===== src/rtl/mem_copy_dma.sv =====
// -----------------------------------------------------------------------------
// mem_copy_dma
//
// Small DMA engine that copies a block of bytes from one address range of the
// CPU data memory to another. It drives the 8-bit synchronous RAM port
// directly. Each byte takes three cycles:
//   RD  : source address on the bus.
//   CAP : read data is valid; it is latched as the write data.
//   WR  : destination address on the bus with the write strobe high.
//
// A request is rejected, with done and err pulsing together, if either range
// would run past the top of the address space. A zero-length request completes
// with a bare done pulse.
//
// Optional feature (macro MEM_COPY_MEMMOVE_EN): when the destination overlaps
// the source from above, the copy runs from the last byte down to the first.
// The result is then a non-destructive memmove. Without the macro every copy
// runs ascending, so such an overlap repeats the source pattern.
//
// Ports:
//   clk          system clock; all state changes on the rising edge
//   reset        synchronous, active-high reset
//   start        one-cycle request, only looked at while idle
//   src_addr     first source byte address
//   dst_addr     first destination byte address
//   length       number of bytes to copy
//   busy         high while a transfer is in progress
//   done         one-cycle pulse when a transfer ends (also zero-length/rejected)
//   err          one-cycle pulse together with done for a rejected request
//   mem_address  registered memory address
//   mem_write    registered memory write strobe
//   mem_wdata    registered memory write data
//   mem_rdata    memory read data (valid the cycle after the address)
// -----------------------------------------------------------------------------
module mem_copy_dma #(
    parameter int ADDR_W = 8,
    parameter int DATA_W = 8,
    parameter int LEN_W  = 8
) (
    input  logic              clk,
    input  logic              reset,
    input  logic              start,
    input  logic [ADDR_W-1:0] src_addr,
    input  logic [ADDR_W-1:0] dst_addr,
    input  logic [LEN_W-1:0]  length,
    output logic              busy,
    output logic              done,
    output logic              err,
    output logic [ADDR_W-1:0] mem_address,
    output logic              mem_write,
    output logic [DATA_W-1:0] mem_wdata,
    input  logic [DATA_W-1:0] mem_rdata
);

    // Sums are one bit wider than the wider operand, so they cannot overflow.
    localparam int SUM_W = ((ADDR_W > LEN_W) ? ADDR_W : LEN_W) + 1;
    localparam logic [SUM_W-1:0] SPACE = SUM_W'(1) << ADDR_W;

    typedef enum logic [1:0] {IDLE, RD, CAP, WR} state_t;

    state_t            state_reg, state_next;
    logic [ADDR_W-1:0] src_reg, src_next;
    logic [ADDR_W-1:0] dst_reg, dst_next;
    logic [LEN_W-1:0]  count_reg, count_next;
    logic              desc_reg, desc_next;
    logic              busy_reg, busy_next;
    logic              done_reg, done_next;
    logic              err_reg, err_next;
    logic [ADDR_W-1:0] mem_address_reg, mem_address_next;
    logic              mem_write_reg, mem_write_next;
    logic [DATA_W-1:0] mem_wdata_reg, mem_wdata_next;

    logic [SUM_W-1:0]  src_sum, dst_sum;
    logic              range_bad;
    logic              descend;
    logic [ADDR_W-1:0] start_src, start_dst;
    logic [ADDR_W-1:0] src_step, dst_step;

    assign src_sum   = SUM_W'(src_addr) + SUM_W'(length);
    assign dst_sum   = SUM_W'(dst_addr) + SUM_W'(length);
    // An end address exactly at 2^ADDR_W is allowed: the last byte is the top one.
    assign range_bad = (src_sum > SPACE) || (dst_sum > SPACE);

`ifdef MEM_COPY_MEMMOVE_EN
    // Destination starts inside the source block: copy top-down so no source
    // byte is overwritten before it has been read.
    assign descend = (dst_addr > src_addr) && (SUM_W'(dst_addr) < src_sum);
`else
    assign descend = 1'b0;
`endif

    // A descending copy starts at the last byte of each range. The range check
    // guarantees that these addresses do not wrap.
    assign start_src = descend ? src_addr + ADDR_W'(length) - ADDR_W'(1) : src_addr;
    assign start_dst = descend ? dst_addr + ADDR_W'(length) - ADDR_W'(1) : dst_addr;

    assign src_step = desc_reg ? src_reg - ADDR_W'(1) : src_reg + ADDR_W'(1);
    assign dst_step = desc_reg ? dst_reg - ADDR_W'(1) : dst_reg + ADDR_W'(1);

    always_ff @(posedge clk) begin
        if (reset) begin
            state_reg       <= IDLE;
            src_reg         <= '0;
            dst_reg         <= '0;
            count_reg       <= '0;
            desc_reg        <= 1'b0;
            busy_reg        <= 1'b0;
            done_reg        <= 1'b0;
            err_reg         <= 1'b0;
            mem_address_reg <= '0;
            mem_write_reg   <= 1'b0;
            mem_wdata_reg   <= '0;
        end else begin
            state_reg       <= state_next;
            src_reg         <= src_next;
            dst_reg         <= dst_next;
            count_reg       <= count_next;
            desc_reg        <= desc_next;
            busy_reg        <= busy_next;
            done_reg        <= done_next;
            err_reg         <= err_next;
            mem_address_reg <= mem_address_next;
            mem_write_reg   <= mem_write_next;
            mem_wdata_reg   <= mem_wdata_next;
        end
    end

    always_comb begin
        state_next       = state_reg;
        src_next         = src_reg;
        dst_next         = dst_reg;
        count_next       = count_reg;
        desc_next        = desc_reg;
        busy_next        = busy_reg;
        done_next        = 1'b0;
        err_next         = 1'b0;
        mem_address_next = mem_address_reg;
        mem_write_next   = 1'b0;
        mem_wdata_next   = mem_wdata_reg;

        case (state_reg)
            IDLE: begin
                if (start) begin
                    if (range_bad) begin
                        done_next = 1'b1;
                        err_next  = 1'b1;
                    end else if (length == '0) begin
                        done_next = 1'b1;
                    end else begin
                        src_next         = start_src;
                        dst_next         = start_dst;
                        count_next       = length;
                        desc_next        = descend;
                        busy_next        = 1'b1;
                        mem_address_next = start_src;
                        state_next       = RD;
                    end
                end
            end
            RD: begin
                // The RAM registers the read address at this edge.
                state_next = CAP;
            end
            CAP: begin
                mem_wdata_next   = mem_rdata;
                mem_address_next = dst_reg;
                mem_write_next   = 1'b1;
                state_next       = WR;
            end
            WR: begin
                // The RAM performs the write at this edge.
                count_next = count_reg - LEN_W'(1);
                src_next   = src_step;
                dst_next   = dst_step;
                if (count_reg == LEN_W'(1)) begin
                    busy_next  = 1'b0;
                    done_next  = 1'b1;
                    state_next = IDLE;
                end else begin
                    mem_address_next = src_step;
                    state_next       = RD;
                end
            end
            default: begin
                state_next = IDLE;
                busy_next  = 1'b0;
            end
        endcase
    end

    assign busy        = busy_reg;
    assign done        = done_reg;
    assign err         = err_reg;
    assign mem_address = mem_address_reg;
    assign mem_write   = mem_write_reg;
    assign mem_wdata   = mem_wdata_reg;

endmodule


===== config.mk =====
export PLATFORM = sky130hd
export DESIGN_NAME = mem_copy_dma
export DESIGN_NICKNAME = d
export VERILOG_FILES = /design/src/rtl/mem_copy_dma.sv
export SDC_FILE = /design/constraint.sdc
export NUM_CORES = 1
export LEC_CHECK = 0
export CORE_AREA = 3 3 85 87
export DETAILED_ROUTE_END_ITERATION = 8
export DIE_AREA = 0 0 88 90
export PLACE_DENSITY = 0.78
export REMOVE_ABC_BUFFERS = 1
export SETUP_SLACK_MARGIN = 0.02
export SLEW_MARGIN = 40
export SYNTH_ARGS = -nofsm -noshare
export SYNTH_HDL_FRONTEND = slang
export SYNTH_SLANG_ARGS = --single-unit
export TNS_END_PERCENT = 100

===== constraint.sdc =====
create_clock -name clk -period 9.1 [get_ports clk]
set_input_delay 1.82 -clock clk [delete_from_list [all_inputs] [get_ports clk]]
set_output_delay 1.82 -clock clk [all_outputs]
set_load 0.05 [all_outputs]

== Word-level counts from Yosys, hierarchy flattened ==
Cells that the tools add are included.

* $add $sub $neg: 5
* Order comparisons: 2
* Equality and inequality tests: 9
* Muxes and demuxes: 31
* Bitwise logic cells: 2
* Reduce and logical (&&, ||, !) cells: 10

{| class="wikitable"
|+ Operators by type and width
! kind !! count
|-
| $mux W8 || 10
|-
| $pmux W8 S2 || 3
|-
| $pmux W8 S3 || 1
|-
| $add A8 B8 Y9 || 2
|-
| $gt A9 B9 Y1 const B || 2
|-
| $add A8 B1 Y8 const B || 2
|-
| $mux W1 || 11
|-
| $ne A2 B2 Y1 const B || 5
|-
| $reduce_and A5 Y1 || 2
|-
| $eq A8 B1 Y1 const B || 1
|-
| $logic_not A8 Y1 || 1
|-
| $pmux W2 S4 || 1
|-
| $sub A8 B1 Y8 const B || 1
|-
| $mux W2 || 3
|-
| $eq A2 B2 Y1 const B || 2
|-
| $pmux W1 S2 || 2
|-
| $reduce_and A4 Y1 || 1
|-
| $reduce_and A3 Y1 || 1
|-
| $reduce_bool A3 Y1 || 1
|-
| $reduce_or A3 Y1 || 1
|-
| $eq A2 B1 Y1 const B || 1
|-
| $logic_not A2 Y1 || 1
|-
| $not A1 Y1 || 2
|-
| $reduce_bool A2 Y1 || 1
|-
| $logic_or A1 B1 Y1 || 1
|}

* Bits in registers: 46
* Bits of input ports: 35
* Output and inout bits: 20
* Word-level logic and storage cells: 69

== Longest topological paths before layout ==
Gate-level depths: netlist (run 1).

* Depth in word-level cells: 6
* Gate-level depth with buffers: 12
* Depth with buffers taken out: 10

== Worst setup path after synthesis (run 1) ==
No wires, ideal clock.

* Path kind: input to register
* Start point: in dst_addr[0]
* End point: reg count_reg[0]
* Library setup time: 86 ps
* Arrival time: 4220 ps
* Data required time: 9014 ps
* Slack: 4794 ps
* Stages: 11
* Path buffers: 1
* Cells stage by stage: ha_1 -> fa_1 -> a21o_1 -> a221oi_4 -> xnor2_1 -> o311ai_1 -> and4bb_4 -> and2_4 -> buf_12 -> a21oi_2 -> a221oi_2

* Cells in the longest elaborated chain, start to end: 5

{| class="wikitable"
|+ Ends and longest elaborated chain
! what !! RTL line !! RTL
|-
| start: declaration || 44 || <nowiki>input logic [ADDR_W-1:0] dst_addr,</nowiki>
|-
| $add A8 B8 Y9 || 80 || <nowiki>assign dst_sum = SUM_W'(dst_addr) + SUM_W'(length);</nowiki>
|-
| $gt A9 B9 Y1 || 82 || <nowiki>assign range_bad = (src_sum > SPACE) || (dst_sum > SPACE);</nowiki>
|-
| $logic_or A1 B1 Y1 || 82 ||
|-
| $ne A2 B2 Y1 (no source line) || n/a ||
|-
| $reduce_and A4 Y1 (no source line) || n/a ||
|-
| end signal: assignment || 117 || <nowiki>count_reg <= count_next;</nowiki>
|-
| end: declaration || 64 || <nowiki>logic [LEN_W-1:0] count_reg, count_next;</nowiki>
|}

No other way between the ends.
A chain may end at the register's enable or synchronous reset.

== Worst setup path after layout (run 1) ==
* Start point: in length[0]
* End point: reg src_reg[7]

* Cells in the longest elaborated chain, start to end: 5
* Elaborated cells on any way between the ends: 9
* Classes of those cells: add/sub (2); order compare (2); eq/ne (2); reduce/logical (3)

{| class="wikitable"
|+ Ends and longest elaborated chain
! what !! RTL line !! RTL
|-
| start: declaration || 45 || <nowiki>input logic [LEN_W-1:0] length,</nowiki>
|-
| $add A8 B8 Y9, on equally long branches || 79, 80 ||
|-
| $gt A9 B9 Y1 || 82 ||
|-
| $logic_or A1 B1 Y1 || 82 ||
|-
| $ne A2 B2 Y1 (no source line) || n/a ||
|-
| $reduce_and A4 Y1 (no source line) * || n/a ||
|-
| end signal: assignment || 115 || <nowiki>src_reg <= src_next;</nowiki>
|-
| end: declaration || 62 || <nowiki>logic [ADDR_W-1:0] src_reg, src_next;</nowiki>
|}

Mark *: on every way between the ends. The rest lies on a longest branch, timed or not.

==> summary.txt, run 1 <==
Timing
  • Skew final: about 6.0 ps
  • Final hold violation count: 0
  • Setup TNS: 0 ps
  • PnR worst setup slack: ~4200 ps
  • Fin crit share: ~54%
  • Worst Max-Slew Pin Slew: a little over 600 ps
  • Fmax achieved: between 200 and 250 MHz
  • Slew margin rel.: about 60%
  • Final Setup Violations: 0
  • RSZ-0062 raised after global routing: no
  • Post-layout min period: 4941 ps
  • Final-report max-slew violation count: 0

Critical path
  • Worst EP required: roughly 9300 ps
  • Worst Path Buf+Inv: 2
  • Crit-path leading delay family: compound AO/OA/AOI/OAI gates
  • Worst path cell trace: clkdlybuf4s50_1 -> ha_1 -> fa_1 -> a21o_1 -> a221oi_2 -> xnor2_1 -> nor4_1 -> a41o_1 -> a21oi_4 -> buf_8 -> or3_1 -> o31ai_1
  • Crit path largest cell delay: ~540 ps
  • Arrival time worst endpoint: slightly above 5000 ps
  • Worst Setup Start Kind: input pin
  • Slowest-stage cell, CP: clkdlybuf4s50_1
  • Worst r2r path cells: 7
  • R2R Setup Slk: about 6700 ps
  • Nature of the critical path endpoint: flop
  • CP Max Fanout: 19
  • Critical path depth in cells: 12
  • CP Class: in -> reg

Clock network
  • Worst-path clk slew: around 90 ps
  • Clock Sinks: 46
  • Cts bufs inserted: 5
  • H-tree lvl count: 2
  • Post-CTS setup buffer count: 0
  • Hold buffers post-CTS: 0
  • Post-cts resize count: 0
  • CTS tree: built
  • Clk root buf: clkbuf_8
  • Max Root-Sink Buffers: 2
  • Worst skew pair latency: about 310 ps

Layout
  • Register Area: between 900 and 1000 µm²
  • Leading cell type in the layout, fill and taps excluded: clkdlybuf4s50_1
  • ANT cells: 0
  • Layout cells sized above 1: about a tenth
  • Fillers: approximately 560
  • Nets: 510
  • Commonest non-fill, non-tap cells in the layout: clkdlybuf4s50_1 (53), dfxtp_1 (46), a21oi_1 (43)
  • Footprint of the multi-input gates: 2347 µm²
  • Synth-to-Final Area Change: 18.62%
  • Util after Layout: between 60% and 70%

Outcome
  • Outcome: complete, no violations

Logic synthesis
  • Post-synth top area cell: dfxtp_1
  • Yosys warns: 0
  • EDFF count, synth: 0
  • Yosys cell types: 70
  • Syn_area_per_cell: between 8 and 9 µm²
  • Cells after synthesis: roughly 400
  • Top FF cell, synth: dfxtp_1
  • Flops & latches, synth: 46
  • Top cell type's share of synthesized area: between 20% and 30%
  • Syn Std Cell Area: between 3000 and 4000 µm²
  • Seq/Total Area, Yosys: between 20% and 30%
  • Synth area leaders: dfxtp_1 (26%), ha_1 (9.0%), a21oi_1 (6.2%)
  • FFs w/ async S/R, synth: 0%

Routing
  • Number of routed nets with antenna violations: 0
  • Vias: approximately 3200
  • Router iterations before antenna repair: 4
  • DR iter-0 viols: approximately 220
  • Post-DR wirelength/cell: 16.57 µm
  • DRC: 0
  • DR vias/cell: between 6 and 7
  • Post-Route WL: a little under 9 mm

Floorplanning
  • Die W: approximately 90 µm
  • Initial Utilization: around 54%
  • Core area: 6422 µm²
  • Die area: between 7000 and 8000 µm²
  • Die Height: ~90 µm
  • I/O pin cnt: between 50 and 60
  • FP Rows: 29

GRT
  • Gr ovfl total: 0
  • Gr usage total: 22.11%
  • Largest net degree at the start of global routing: slightly below 60
  • Antenna violations before repair: 0
  • Vias in the first global route: 3036
  • First-pass GRT wire length: roughly 14 mm

Min path
  • HP Class: reg -> reg
  • Hold path depth: 2

Pwr
  • Peak supply drop: approximately 0.13 mV
  • Power per Cell Area: between 200 and 250 nW/µm²
  • Leak pwr: 1.530 nW

Job
  • Max_cap viols: 0

Placement
  • I/O Buffers: 54
  • HPWL after detailed placement: ~6.4 mm
  • Final GP Congestion: about 0.89
  • Post-Place Worst Slack: between 3000 and 4000 ps
==> tightest hold or removal path, cell delays in order (launching register included) <==
cell,delay (ps)
dfxtp_1,340
nand2_1,60
a21oi_1,50
==> power by group <==
| group | internal, mW | switching (mW) |
|---|---|---|
| Combinational | 0.169 | 0.267 |
| Sequential | 0.241 | 0.0298 |
| Clock | 0.117 | 0.0741 |
| Total | 0.527 | 0.371 |
==> cell usage after synthesis, drive strengths merged, types with 2 or more instances <==
cell type and n:
xnor2 9, a2bb2oi 2, fa 2, a21oi 48
or2 4, o21ai 16, mux2i 12, o31ai 5
o21bai 2, and2 5, nand2b 9, inv 15
o2bb2ai 2, dfxtp 46, nand3 11, a21o 9
o32ai 8, o211ai 2, or3 5, a221oi 12
a31o 2, nor4 6, and3 6, a31oi 6
xor2 6, nand2 20, buf 9, ha 25
a311oi 9, nor2b 8, nor3 16, nor3b 3
clkbuf 14, nor2 32, a211oi 4
==> metal layers <==
metal  routed length (µm)  GRT usage [%]  vias to the layer above  part of all wire [%]
li1                     -              -                     1616                     -
met1                 3980          30.17                     1515                    46
met2                 4074          34.86                       86                    47
met3                  418          3.473                       17                   4.8
met4                  241          7.801                        0                   2.8
met5                    0              0                        -                     0
==> area by class of cell <==
type / instances / area share, %
multi-input combinational: 322 / 56.75
sequential: 46 / 22.26
tap: 77 / 2.329
timing repair buffer: 57 / 13.73
clock inverter: 2 / 1.452
clock buffer: 6 / 1.996
inverter: 16 / 1.482
==> per-stage QoR <==
stage	std cells	hold WS, ps	power [mW]	cell area (µm²)
finish	526	490.3	0.8979	4136
global route	526	507.7	0.9480	4136
CTS	525	487.6	0.8990	4121
detailed placement	517	475.2	0.7068	3979
global placement	517	463.7	0.6962	3973
floorplan	384	447.0	0.5794	3326
==> path summary, 6_finish.rpt <==
check	endpoint	start
setup / recovery	src_reg[7]$_SDFFE_PP0P_	length[0]
hold / removal	src_reg[6]$_SDFFE_PP0P_	src_reg[6]$_SDFFE_PP0P_
setup reg to reg	src_reg[7]$_SDFFE_PP0P_	state_reg[1]$_SDFFE_PP0P_
hold reg to reg	src_reg[6]$_SDFFE_PP0P_	src_reg[6]$_SDFFE_PP0P_
==> cell families (layout without fill, tap and decap cells) <==
group	Yosys count	in the layout	share of synthesized area, %
AO/OA/AOI/OAI	136	136	29.75
XOR/XNOR	15	15	3.768
adder cells (fa/ha/maj)	27	27	10.12
buffers and inverters	41	81	6.351
flip-flops	46	46	26.41
multiplexers	13	13	3.768
AND/OR/NAND/NOR	131	131	19.84
Power figures use the tool's default switching activity.
==> inputs of run 2 (changes only) <==
==> constraint.sdc (replaced) <==
create_clock -name clk -period 4.93 [get_ports clk]
set_input_delay 0.986 -clock clk [delete_from_list [all_inputs] [get_ports clk]]
set_output_delay 0.986 -clock clk [all_outputs]
set_load 0.05 [all_outputs]
==> run 2 against run 1 <==
Net effect: critical path depth unchanged; cell count stayed put; via count grew 1.1%; die area unchanged; critical path type unchanged; largest cell class unchanged.
==> summary.txt, run 2 (synthesized netlist as in run 1, its figures left out) <==
Layout
  • Layout cells sized above 1: 9.131% (-0.22 points)
  • ANT cells: 0 (unchanged)
  • Commonest non-fill, non-tap cells in the layout: clkdlybuf4s50_1 (53), dfxtp_1 (46), a21oi_1 (43)
  • Leading cell type in the layout, fill and taps excluded: clkdlybuf4s50_1
  • Synth-to-Final Area Change: 17.83%
  • Fillers: 561 (+0.54%)
  • Nets: 510 (unchanged)

Critical path
  • Worst EP required: 5150 ps (-4170 ps)
  • Nature of the critical path endpoint: flop
  • CP Class: in -> reg
  • Worst path cell trace: clkdlybuf4s50_1 -> ha_1 -> fa_1 -> a21o_1 -> a221oi_4 -> xnor2_1 -> o311ai_1 -> and4bb_4 -> a21oi_4 -> buf_12 -> or3_1 -> o31ai_1
  • Slowest-stage cell, CP: clkdlybuf4s50_1
  • CP Max Fanout: 22 (+3)
  • Crit path largest cell delay: 530 ps (about the same)
  • Arrival time worst endpoint: 4320 ps (-840 ps)
  • Worst Setup Start Kind: input pin

Floorplanning
  • Die area: 7920 µm² (unchanged)
  • Initial Utilization: 54.30% (unchanged)
  • FP Rows: 29 (unchanged)
  • Die Height: 90 µm (unchanged)
  • Core area: 6422 µm² (unchanged)
  • Die W: 88 µm (unchanged)
  • I/O pin cnt: 55 (unchanged)

Routing
  • DR iter-0 viols: 246 (+14%)
  • Router iterations before antenna repair: 5 (+1)
  • DR vias/cell: 6.213 (+1.1%)
  • Post-Route WL: 8.944 mm (+2.6%)
  • Vias: 3268 (+1.1%)
  • DRC: 0 (unchanged)
  • Post-DR wirelength/cell: 17.00 µm (+2.6%)
  • Number of routed nets with antenna violations: 0 (unchanged)

Timing
  • Post-layout min period: just over 4000 ps
  • Final hold violation count: 0 (unchanged)
  • Slew margin rel.: 58.01% (-1.3 points)
  • Final-report max-slew violation count: 0 (unchanged)
  • RSZ-0062 raised after global routing: no
  • Fmax achieved: 243.9 MHz
  • Fin crit share: about 83%
  • PnR worst setup slack: 830.0 ps (-3329 ps)
  • Final Setup Violations: 0 (unchanged)
  • Skew final: 9.254 ps (+3.279 ps)
  • Setup TNS: 0 ps (unchanged)
  • Worst Max-Slew Pin Slew: 629.8 ps (+19.60 ps)

Clock network
  • Max Root-Sink Buffers: 2 (unchanged)
  • H-tree lvl count: 2 (unchanged)
  • Clk root buf: clkbuf_8
  • Worst skew pair latency: 310 ps (about the same)
  • Post-cts resize count: 0 (unchanged)
  • Post-CTS setup buffer count: 0 (unchanged)
  • Clock Sinks: 46 (unchanged)
  • Hold buffers post-CTS: 0 (unchanged)
  • Worst-path clk slew: 90 ps (about the same)
  • CTS tree: built
  • Cts bufs inserted: 5 (unchanged)

Placement
  • HPWL after detailed placement: 6.440 mm (+0.59%)
  • Final GP Congestion: 0.9016 (+1.0%)
  • I/O Buffers: 54 (unchanged)
  • Post-Place Worst Slack: 547.0 ps (-3208 ps)

Pwr
  • Peak supply drop: 0.2547 mV (+95%)
  • Leak pwr: 1.513 nW (-1.1%)
  • Total Power: 1.595 mW (+78%)
  • Power per Cell Area: 388.1 nW/µm² (+79%)

GRT
  • Gr ovfl total: 0 (unchanged)
  • Largest net degree at the start of global routing: 58 (unchanged)
  • Antenna violations before repair: 0 (unchanged)
  • First-pass GRT wire length: 14.26 mm (about the same)
  • Vias in the first global route: 2971 (-2.1%)
  • Gr usage total: 22.19% (+0.078 points)

Outcome
  • Outcome: complete, no violations

Job
  • Max_cap viols: 0 (unchanged)

Min path
  • HP Class: reg -> reg
[run 2: worst max-delay path, delay by kind of cell]
family                     cells  cell delay [ps]
adders and majority gates      2              690
and+or+nand+nor                2              680
buffers and inverters          2              730
AOI/OAI and AO/OA              5             1080
xor gates and xnor gates       1              130
[run 2: per-stage QoR]
step                hold slack (ps)  instances  instance area, µm²  util (%)
floorplan                     447.0        384                3326         -
global placement              467.0        518                3993     62.17
detailed placement            470.6        518                3999     62.26
CTS                           496.4        526                4109     63.98
global route                  526.8        526                4109     63.98
finish                        489.5        526                4109     63.98
[run 2: per-layer routing]
layer	GRT usage (%)	share of wire [%]	wire length, µm	up-vias
met3	2.925	4.0	354	14
met5	0	0	0	-
met4	8.312	2.2	199	0
met1	30.56	47	4226	1565
met2	34.86	47	4163	78
li1	-	-	-	1611
[run 2: final cells by class]
| cell class | instances | area (µm²) | area share [%] |
|---|---|---|---|
| Multi-Input combinational cell | 322 | 2347 | 57.13 |
| Clock inverter | 2 | 37.54 | 0.9135 |
| Tap cell | 77 | 96.34 | 2.345 |
| Sequential cell | 46 | 920.9 | 22.41 |
| Timing Repair Buffer | 57 | 573.1 | 13.95 |
| Inverter | 16 | 61.31 | 1.492 |
| Clock buffer | 6 | 72.57 | 1.766 |
[run 2: power breakdown]
group	switching (mW)	leakage, nW	internal [mW]
Clock	0.135	0.0514	0.151
Sequential	0.0541	0.375	0.445
Combinational	0.497	1.09	0.313
[run 2: worst paths after layout]
| kind | start | end | slack [ps] | depth (start not counted) |
|---|---|---|---|---|
| max | length[0] | src_reg[3]$_SDFFE_PP0P_ | 830 | 12 |
| min reg2reg | count_reg[6]$_SDFFE_PP0P_ | count_reg[6]$_SDFFE_PP0P_ | 490 | 2 |
| min | count_reg[6]$_SDFFE_PP0P_ | count_reg[6]$_SDFFE_PP0P_ | 490 | 2 |
| max reg2reg | state_reg[1]$_SDFFE_PP0P_ | src_reg[3]$_SDFFE_PP0P_ | 2540 | 7 |
==> inputs of run 3 (changes only) <==
--- a/config.mk
+++ b/config.mk
@@ -5,10 +5,10 @@
 export SDC_FILE = /design/constraint.sdc
 export NUM_CORES = 1
 export LEC_CHECK = 0
-export CORE_AREA = 3 3 85 87
+export CORE_AREA = 3 3 89 91
 export DETAILED_ROUTE_END_ITERATION = 8
-export DIE_AREA = 0 0 88 90
-export PLACE_DENSITY = 0.78
+export DIE_AREA = 0 0 92 94
+export PLACE_DENSITY = 0.75
 export REMOVE_ABC_BUFFERS = 1
 export SETUP_SLACK_MARGIN = 0.02
 export SLEW_MARGIN = 40
==> constraint.sdc (replaced) <==
create_clock -name clk -period 3.4 [get_ports clk]
set_input_delay 0.68 -clock clk [delete_from_list [all_inputs] [get_ports clk]]
set_output_delay 0.68 -clock clk [all_outputs]
set_load 0.05 [all_outputs]
==> run 3 against run 2 <==
Net effect: first-iteration DRC count down 5.3%; sequential share of layout area down 3.7 points; global-route usage decreased by 0.13 points; critical path type unchanged; critical endpoint is now count_reg[3]$_SDFFE_PP0P_.
==> summary.txt, run 3 (synthesized netlist as in run 1, its figures left out) <==
Outcome
  • Outcome: complete, no violations

Pwr
  • Power per Cell Area: 533.2 nW/µm² (+37%)
  • Power share of the clock group: 16.3% (-1.7 points)
  • Psw: 1.117 mW (+63%)
  • Leak pwr: 1.986 nW (+31%)
  • Logic pwr share: 56.0% (+5.2 points)
  • P_int: 1.510 mW (+66%)
  • Peak supply drop: 0.4663 mV (+83%)
  • Part of the power in registers: 27.7% (-3.6 points)
  • Sw Ratio: 42.51% (-0.48 points)
  • Total Power: 2.627 mW (+65%)

Routing
  • Post-DR wirelength/cell: 17.01 µm (about the same)
  • Router iterations before antenna repair: 5 (unchanged)
  • DR iter-0 viols: 233 (-5.3%)
  • Number of routed nets with antenna violations: 0 (unchanged)
  • DRC: 0 (unchanged)
  • DR vias/cell: 5.931 (-4.5%)
  • Post-Route WL: 10.53 mm (+18%)
  • Vias: 3671 (+12%)

Floorplanning
  • I/O pin cnt: 55 (unchanged)
  • Die W: 92 µm (+4.5%)
  • FP Rows: 31 (+6.9%)
  • Core area: 7214 µm² (+12%)
  • Initial Utilization: 48.34% (-6.0 points)
  • Die Height: 94 µm (+4.4%)
  • Die area: 8648 µm² (+9.2%)

Job
  • Max_cap viols: 0 (unchanged)

Timing
  • Fmax achieved: approximately 300 MHz
  • Post-layout min period: about 3300 ps
  • Setup TNS: 0 ps (unchanged)
  • Final Setup Violations: 0 (unchanged)
  • Final hold violation count: 0 (unchanged)
  • Worst Max-Slew Pin Slew: 904.4 ps (+274.6 ps)
  • RSZ-0062 raised after global routing: no
  • Fin crit share: between 90% and 100%
  • Slew margin rel.: 39.71% (-18 points)
  • Final-report max-slew violation count: 0 (unchanged)
  • Skew final: 8.150 ps (-1.104 ps)

Critical path
  • Slowest-stage cell, CP: clkdlybuf4s50_1
  • Crit path largest cell delay: 510 ps (-20 ps)
  • Worst EP required: 3560 ps (-1590 ps)
  • Crit path top cell by count: buf_4
  • Worst Path Buf+Inv: 4 (+2)
  • Worst r2r path cells: 7 (unchanged)
  • Nature of the critical path endpoint: flop
  • Arrival time worst endpoint: 3480 ps (-840 ps)
  • CP Class: in -> reg
  • Critical path depth in cells: 13 (+1)
  • Worst path cell trace: clkdlybuf4s50_1 -> ha_2 -> and3_4 -> a221oi_4 -> xnor2_2 -> o311ai_2 -> and4bb_4 -> a21oi_4 -> buf_6 -> buf_4 -> buf_4 -> a21oi_2 -> o32ai_2
  • Crit-path leading delay family: buffers and inverters
  • CP Max Fanout: 7 (-68%)
  • Worst Setup Start Kind: input pin

GRT
  • Vias in the first global route: 3370 (+13%)
  • Largest net degree at the start of global routing: 45 (-22%)
  • First-pass GRT wire length: 15.50 mm (+8.8%)
  • Gr usage total: 22.06% (-0.13 points)
  • Gr ovfl total: 0 (unchanged)
  • Antenna violations before repair: 0 (unchanged)

Clock network
  • Worst-path clk slew: 90 ps (about the same)
  • Hold buffers post-CTS: 0 (unchanged)
  • CTS tree: built
  • H-tree lvl count: 2 (unchanged)
  • Cts bufs inserted: 5 (unchanged)
  • Max Root-Sink Buffers: 2 (unchanged)
  • Worst skew pair latency: 310 ps (about the same)
  • Clock Sinks: 46 (unchanged)
  • Clk root buf: clkbuf_8

Placement
  • Final GP Congestion: 0.8582 (-4.8%)
  • HPWL after detailed placement: 7.144 mm (+11%)
  • I/O Buffers: 54 (unchanged)
  • Placed cells: 591 (+14%)

Min path
  • HP Class: reg -> reg
  • Hold path depth: 2 (unchanged)

Layout
  • Fillers: 571 (+1.8%)
  • Synth-to-Final Area Change: 41.26%
  • Commonest non-fill, non-tap cells in the layout: buf_4 (65), dfxtp_1 (46), clkdlybuf4s50_1 (41)
  • Leading cell type in the layout, fill and taps excluded: buf_4
  • Cell Count, Final, Fillers Out: 619 (+18%)
  • Layout cells sized above 1: 28.08% (+19 points)
  • Nets: 581 (+14%)
  • ANT cells: 0 (unchanged)
[run 3: cell types whose count changed in the layout (fill, tap and decap cells not counted), moves of 3 or more]
cell,previous run,this run
a21oi_1,43,37
a21oi_2,4,9
buf_4,3,65
buf_6,0,4
clkbuf_2,0,3
clkdlybuf4s50_1,53,41
dlymetal6s2s_1,0,8
ha_1,24,18
ha_4,0,4
o32ai_1,8,5
o32ai_2,0,3
[run 3: worst min-delay path: cells and delay by family (launching register included)]
| family | cells | cell delay (ps) |
|---|---|---|
| compound gates | 1 | 50 |
| flops | 1 | 340 |
| simple gates | 1 | 60 |
[run 3: power by group through the flow]
| stage | sequential (mW) | combinational [mW] | clock (mW) |
|---|---|---|---|
| after global routing | 0.742 | 1.57 | 0.457 |
| after global placement | 0.733 | 1.23 | 0 |
| after detailed placement | 0.736 | 1.25 | 0 |
| after floorplan | 0.942 | 0.609 | 0 |
| final | 0.728 | 1.47 | 0.427 |
| after CTS | 0.725 | 1.29 | 0.436 |
[run 3: stage by stage]
stage / worst slack (ps) / utilization (%) / cell area, µm² / hold WS (ps)
floorplan: 39.57 / - / 3326 / 447.0
finish: 87.39 / 68.28 / 4926 / 482.1
global route: 7.869 / 68.28 / 4926 / 510.4
detailed placement: -562.1 / 61.03 / 4403 / 468.3
CTS: 49.91 / 63.61 / 4589 / 480.5
global placement: -417.6 / 61.03 / 4403 / 463.2
[run 3: repair_timing]
item / CTS / global route
pin swaps: 7 / 24
resized for setup: 14 / 44
endpoints found under the setup margin: 35 / 31
buffers inserted: 5 / 11
endpoints found under the hold margin: 0 / 0
gates cloned: 0 / 4
[run 3: cell type report]
class / instances / area [µm²] / share of cell area [%]
repair buffers: 127 / 1162 / 23.60
well taps: 99 / 123.9 / 2.515
clock inverters: 3 / 43.79 / 0.8890
inverters: 16 / 60.06 / 1.219
multi-input cells: 323 / 2546 / 51.69
flip-flops and latches: 46 / 920.9 / 18.69
clock buffers: 5 / 68.82 / 1.397
[run 3: final timing paths]
path / slack [ps] / start / to
worst min-delay path: 480 / src_reg[6]$_SDFFE_PP0P_ / src_reg[6]$_SDFFE_PP0P_
worst max register to register: 950 / count_reg[4]$_SDFFE_PP0P_ / mem_address[5]$_SDFFE_PP0P_
worst max-delay path: 90 / dst_addr[5] / count_reg[3]$_SDFFE_PP0P_
worst min register to register: 480 / src_reg[6]$_SDFFE_PP0P_ / src_reg[6]$_SDFFE_PP0P_
[run 3: layer usage]
layer,wire (µm),vias to the layer above,track usage [%]
li1,-,1759,-
met1,4623,1747,28.14
met2,4971,139,36.37
met3,579,26,4.167
met4,358,0,9.530
met5,0,-,0
==> RTL change 1: new RTL, flow settings as in run 3 <==
`DATA_W`: 8 -> 7.
--- a/src/rtl/mem_copy_dma.sv
+++ b/src/rtl/mem_copy_dma.sv
@@ -36,3 +36,3 @@
     parameter int ADDR_W = 8,
-    parameter int DATA_W = 8,
+    parameter int DATA_W = 7,
     parameter int LEN_W  = 8
Interface: changed (resized mem_rdata and mem_wdata); port bits go from 55 to 53. No check against the original RTL was run, so the function may have changed too.
==> RTL change 1 against run 3 <==
Clock skew is 0.0041 ns higher. Sequential cell count is 1 lower. Power is 21% lower. Area after synthesis is 3.8% lower. Highest routed layer unchanged. First-iteration DRC count is 15% lower. Final area is 6.4% lower. Worst setup slack better by 0.048 ns. Routed wire length is 4.1% lower. Fmax is 1.5% higher.
==> RTL change 1: results (changes against run 3) <==
| Metric | Value |
|---|---|
| Clock latency on the worst-skew pair | 0.30 ns |
| Clk slew on worst S/H paths | 0.09 ns (about the same) |
| Routed metal-1 wire length | 4.42 mm (-4.5%) |
| Clock Path Buffers | 2 (unchanged) |
| Seq/Total Area, Yosys | 26.9% (+0.45 points) |
| Status | complete, no violations |
| GRT overflow | 0 (unchanged) |
| Number of fill cells | 643 (+13%) |
| Most frequent cells after synthesis | dfxtp_1 (45), nor2_1 (33), a21oi_1 (29) |
| Crit path max-delay cell type | clkdlybuf4s50_1 |
| Gr usage total | 23.5% (+1.5 points) |
| DR top layer | met4 |
| CTS HTree Levels | 2 (unchanged) |
| YS warnings | 0 (unchanged) |
| Vias in the first global route | 3309 (-1.8%) |
| VDD IR max | 0.225 mV (-52%) |
| Initial antenna violation count | 0 (unchanged) |
| DR vias/cell | 5.95 (+0.38%) |
| Post-synthesis compound-gate area fraction | 31.3% (+1.5 points) |
| Nets | 554 (-4.6%) |
| Post-Synth Adder-Cell Area | 10.5% (+0.40 points) |
| Crit path DAT | 3.50 ns (+0.02 ns) |
| Leak pwr | 1.99 nW (+0.28%) |
| Metal2 WL | 4.75 mm (-4.5%) |
| Placed wire-length estimate | 7.61 mm (+6.6%) |
| Mux cell area share after synthesis | 3.88% (+0.11 points) |
| Avg WL per Cell | 17.0 um (+0.15%) |
| Top cells by area, synth | dfxtp_1 (27%), ha_1 (9.3%), a21oi_1 (4.3%) |
| GPL Wtd Cong | 0.934 (+8.8%) |
| DRT iter0 DRCs | 197 (-15%) |
| Met3 WL | 657 um (+13%) |
| Largest net degree at the start of global routing | 29 (-36%) |
| DRT Pass-1 Iters | 5 (unchanged) |
| Xor-xnor portion of the synthesized cell area | 2.87% (-0.90 points) |
| Antenna diode count | 0 (unchanged) |
| R2r setup slk | 1.16 ns (+0.21 ns) |
| Min-Delay Path Class | reg -> reg |
| Library cells used by synthesis | 67 (-4.3%) |
| Inserted Clock Buffers | 5 (unchanged) |
| Antenna viol nets, final | 0 (unchanged) |
| Layout cells sized above 1 | 23.1% (-5.0 points) |
| Root Buffer | clkbuf_8 |
| Crit path max fanout | 7 (unchanged) |
| Max Cap Viol | 0 (unchanged) |
| First-pass GRT wire length | 16.4 mm (+5.5%) |
| Slew HR | 64.4% (+25 points) |
| PortBufs | 52 (-3.7%) |
| Largest stage delay, worst path | 0.53 ns (+0.02 ns) |
| CP top delay family | simple AND/OR/NAND/NOR gates |
| Setup Skew | 0.0123 ns (+0.00411 ns) |
RTL change 1: changes by cell type in the layout (fill, tap and decap cells not counted), moves of 8 or more:
cell and change:
inv_1 +8, a21oi_2 -9, nor3_1 -9, nand2_1 +8, buf_4 -12, a311oi_2 -9, a21oi_1 -8
RTL change 1: tightest hold or removal path: cells and delay by family (launching register included):
family | cells | cell delay, ns
DFF | 1 | 0.33
AOI/OAI and AO/OA | 2 | 0.13
RTL change 1: area by class of cell:
cell class	instances	area share, %
multi-input cells	307	51.8
clock inverters	2	0.298
well taps	99	2.69
inverters	23	1.87
repair buffers	111	22.1
flip-flops and latches	45	19.5
clock buffers	6	1.79
RTL change 1: kinds of logic after synthesis:
family	Yosys count
adder cells (fa/ha/maj)	27
multiplexers	13
XOR/XNOR	11
flip-flops	45
buffers and inverters	45
AO/OA/AOI/OAI	131
AND/OR/NAND/NOR	125
RTL change 1: final timing paths:
path	startpoint	to	cells past startpoint
worst max-delay path	dst_addr[5]	count_reg[1]	12
worst min-delay path	count_reg[7]	count_reg[7]	2
worst max register to register	state_reg[1]	mem_address[0]	6
worst min register to register	count_reg[7]	count_reg[7]	2
RTL change 1: timing repair:
| action | CTS | global route |
|---|---|---|
| endpoints found under the setup margin | 34 | 34 |
| resized for setup | 16 | 31 |
| pin swaps | 6 | 16 |
| gates cloned | 0 | 2 |
| setup buffers | 2 | 4 |
RTL change 1: metrics by stage:
stage | setup slack, ns | cell area (sq um) | hold slack (ns) | power (mW) | cells
5_1_grt | 0.0312 | 4610 | 0.519 | 2.21 | 593
3_3_place_gp | -0.393 | 4280 | 0.472 | 1.62 | 577
4_1_cts | 0.0134 | 4450 | 0.500 | 2.03 | 587
2_1_floorplan | -0.0183 | 3240 | 0.452 | 1.27 | 375
3_5_place_dp | -0.506 | 4280 | 0.489 | 1.64 | 577
6_report | 0.135 | 4610 | 0.502 | 2.08 | 593
RTL change 1: layer usage:
layer / global-route usage [%] / up-vias
li1: - / 1679
met1: 31.1 / 1674
met2: 39.3 / 150
met3: 3.37 / 27
met4: 8.17 / 0
met5: 0 / -
RTL change 1: power breakdown:
group / total [mW] / switching [mW] / internal (mW)
registers: 0.696 / 0.0822 / 0.614
logic: 1.03 / 0.559 / 0.467
clock network: 0.357 / 0.192 / 0.165
total: 2.08 / 0.833 / 1.25
==> RTL change 2: new RTL, settings of run 3 <==
Made on the original files. Take the reset off `mem_address_reg` and load it in a clocked block of its own.
--- a/src/rtl/mem_copy_dma.sv
+++ b/src/rtl/mem_copy_dma.sv
@@ -109,3 +109,2 @@
             err_reg         <= 1'b0;
-            mem_address_reg <= '0;
             mem_write_reg   <= 1'b0;
@@ -121,3 +120,2 @@
             err_reg         <= err_next;
-            mem_address_reg <= mem_address_next;
             mem_write_reg   <= mem_write_next;
@@ -125,2 +123,6 @@
         end
+    end
+
+    always_ff @(posedge clk) begin
+        mem_address_reg <= mem_address_next;
     end
Formal check against the unedited RTL: not equivalent (Yosys sat finds a counterexample within 4 cycles, from zero or initial values and one cycle with reset high).
==> RTL change 2 against run 3 <==
Routed wire length fell by 7.7%. Power fell by 20%. First-iteration DRC count rose by 30%. Worst setup slack improved by 0.018 ns. Final area fell by 6.5%. Count of clock-buffer cells in the layout did not move. Cell count fell by 4.5%. Clock skew rose by 0.0010 ns. Area after synthesis fell by 9.3%. Register-to-register slack improved by 0.25 ns. Utilization fell by 4.5 points. Critical path depth did not move. Clock power fell by 20%. Sequential cell count did not move. Critical path type unchanged. Largest cell class unchanged.
==> RTL change 2: results (changes against run 3) <==
| Metric | Value |
|---|---|
| Status | complete, no violations |
| Internal | 1.26 mW (-16%) |
| GPL Wtd Cong | 0.942 (+9.7%) |
| Largest net degree at the start of global routing | 40 (-11%) |
| Crit path max fanout | 5 (-2) |
| Clock-cell share of area | 1.96% (-0.33 points) |
| Setup Skew | 0.00919 ns (+0.00104 ns) |
| Met3 WL | 570 um (-1.6%) |
| Most frequent cells after synthesis | dfxtp_1 (38), nor2_1 (33), a21oi_1 (31), nand2_1 (31), ha_1 (25) |
| First-pass GRT wire length | 15.5 mm (-0.14%) |
| Avg WL per Cell | 16.5 um (-3.3%) |
| Gr usage total | 22.0% (-0.040 points) |
| Met2 Resource Use GR | 38.0% (+1.6 points) |
| Vias in the first global route | 3277 (-2.8%) |
| Via Count | 3404 (-7.3%) |
| VDD IR max | 0.249 mV (-47%) |
| DP Area | 4270 sq um (-3.1%) |
| Pre-CTS WS | -0.702 ns (-0.140 ns) |
| Nets | 553 (-4.8%) |
| Layout cells sized above 1 | 25.6% (-2.5 points) |
| Seq_cells | 46 (unchanged) |
| Placed wire-length estimate | 7.14 mm (-0.11%) |
| Leak pwr | 1.87 nW (-5.9%) |
| Register Area | 1000 sq um (+8.7%) |
| Buffering overhead | 24.0% (+0.40 points) |
| Post-Synthesis Cells | 375 (-8.3%) |
| #MultiIn Comb | 292 (-9.6%) |
| Fraction of area in multi-input gates | 48.2% (-3.5 points) |
| GRT met3 Usage | 3.13% (-1.0 points) |
| Top cells by area, synth | dfxtp_1 (24%), ha_1 (9.9%), edfxtp_1 (7.6%) |
| R2r setup slk | 1.20 ns (+0.25 ns) |
| Final period util | 96.9% (-0.54 points) |
| Sequential cell area share | 21.7% (+3.0 points) |
| Metal2 WL | 4.77 mm (-4.1%) |
| Reg2Reg Launch Point | state_reg[0] |
| Placed cell count | 577 (-2.4%) |
| Register-to-Register Path Depth | 9 (+2) |
-- RTL change 2: logic make-up after synthesis --
family,count (synthesis),share of synthesized area (%)
AOI/OAI and AO/OA,117,25.7
adders and majority gates,27,11.2
xor gates and xnor gates,10,2.77
muxes,13,4.11
DFF,46,31.6
buffers and inverters,37,4.55
and+or+nand+nor,125,20.1
-- RTL change 2: power groups by stage --
stage / logic [mW] / clock network [mW] / registers [mW]
after floorplan: 0.418 / 0 / 0.861
after global placement: 0.910 / 0 / 0.733
after detailed placement: 0.925 / 0 / 0.738
after global routing: 1.12 / 0.375 / 0.740
final: 1.04 / 0.340 / 0.727
after CTS: 0.979 / 0.345 / 0.725
-- RTL change 2: per-stage QoR --
stage / setup TNS (ns) / hold slack (ns)
global route: 0 / 0.526
CTS: 0 / 0.493
floorplan: -5.21 / 0.443
detailed placement: -21.51 / 0.477
finish: 0 / 0.498
global placement: -17.92 / 0.456
-- RTL change 2: how the worst min path moves through the flow --
stage | startpoint | end | cells past startpoint
final | mem_wdata[7] | mem_wdata[7] | 2
after detailed placement | count_reg[6] | count_reg[6] | 2
after CTS | count_reg[6] | count_reg[6] | 2
after global placement | count_reg[4] | count_reg[4] | 2
after floorplan | count_reg[4] | count_reg[4] | 2
after global routing | count_reg[4] | count_reg[4] | 2
-- RTL change 2: repair_timing --
item,CTS,global route
pin swaps,5,13
setup buffers,3,2
gates cloned,1,0
setup endpoints to repair,36,36
gates resized for setup,33,37
-- RTL change 2: critical path, stage by stage --
cell and delay (ns):
clkdlybuf4s50_1 0.46, ha_1 0.33, buf_4 0.15, a21o_1 0.15
a21oi_2 0.07, nor3b_2 0.15, or3_1 0.39, a311oi_4 0.33
buf_4 0.19, nor3_4 0.05, buf_2 0.18, buf_4 0.13
a311oi_1 0.25
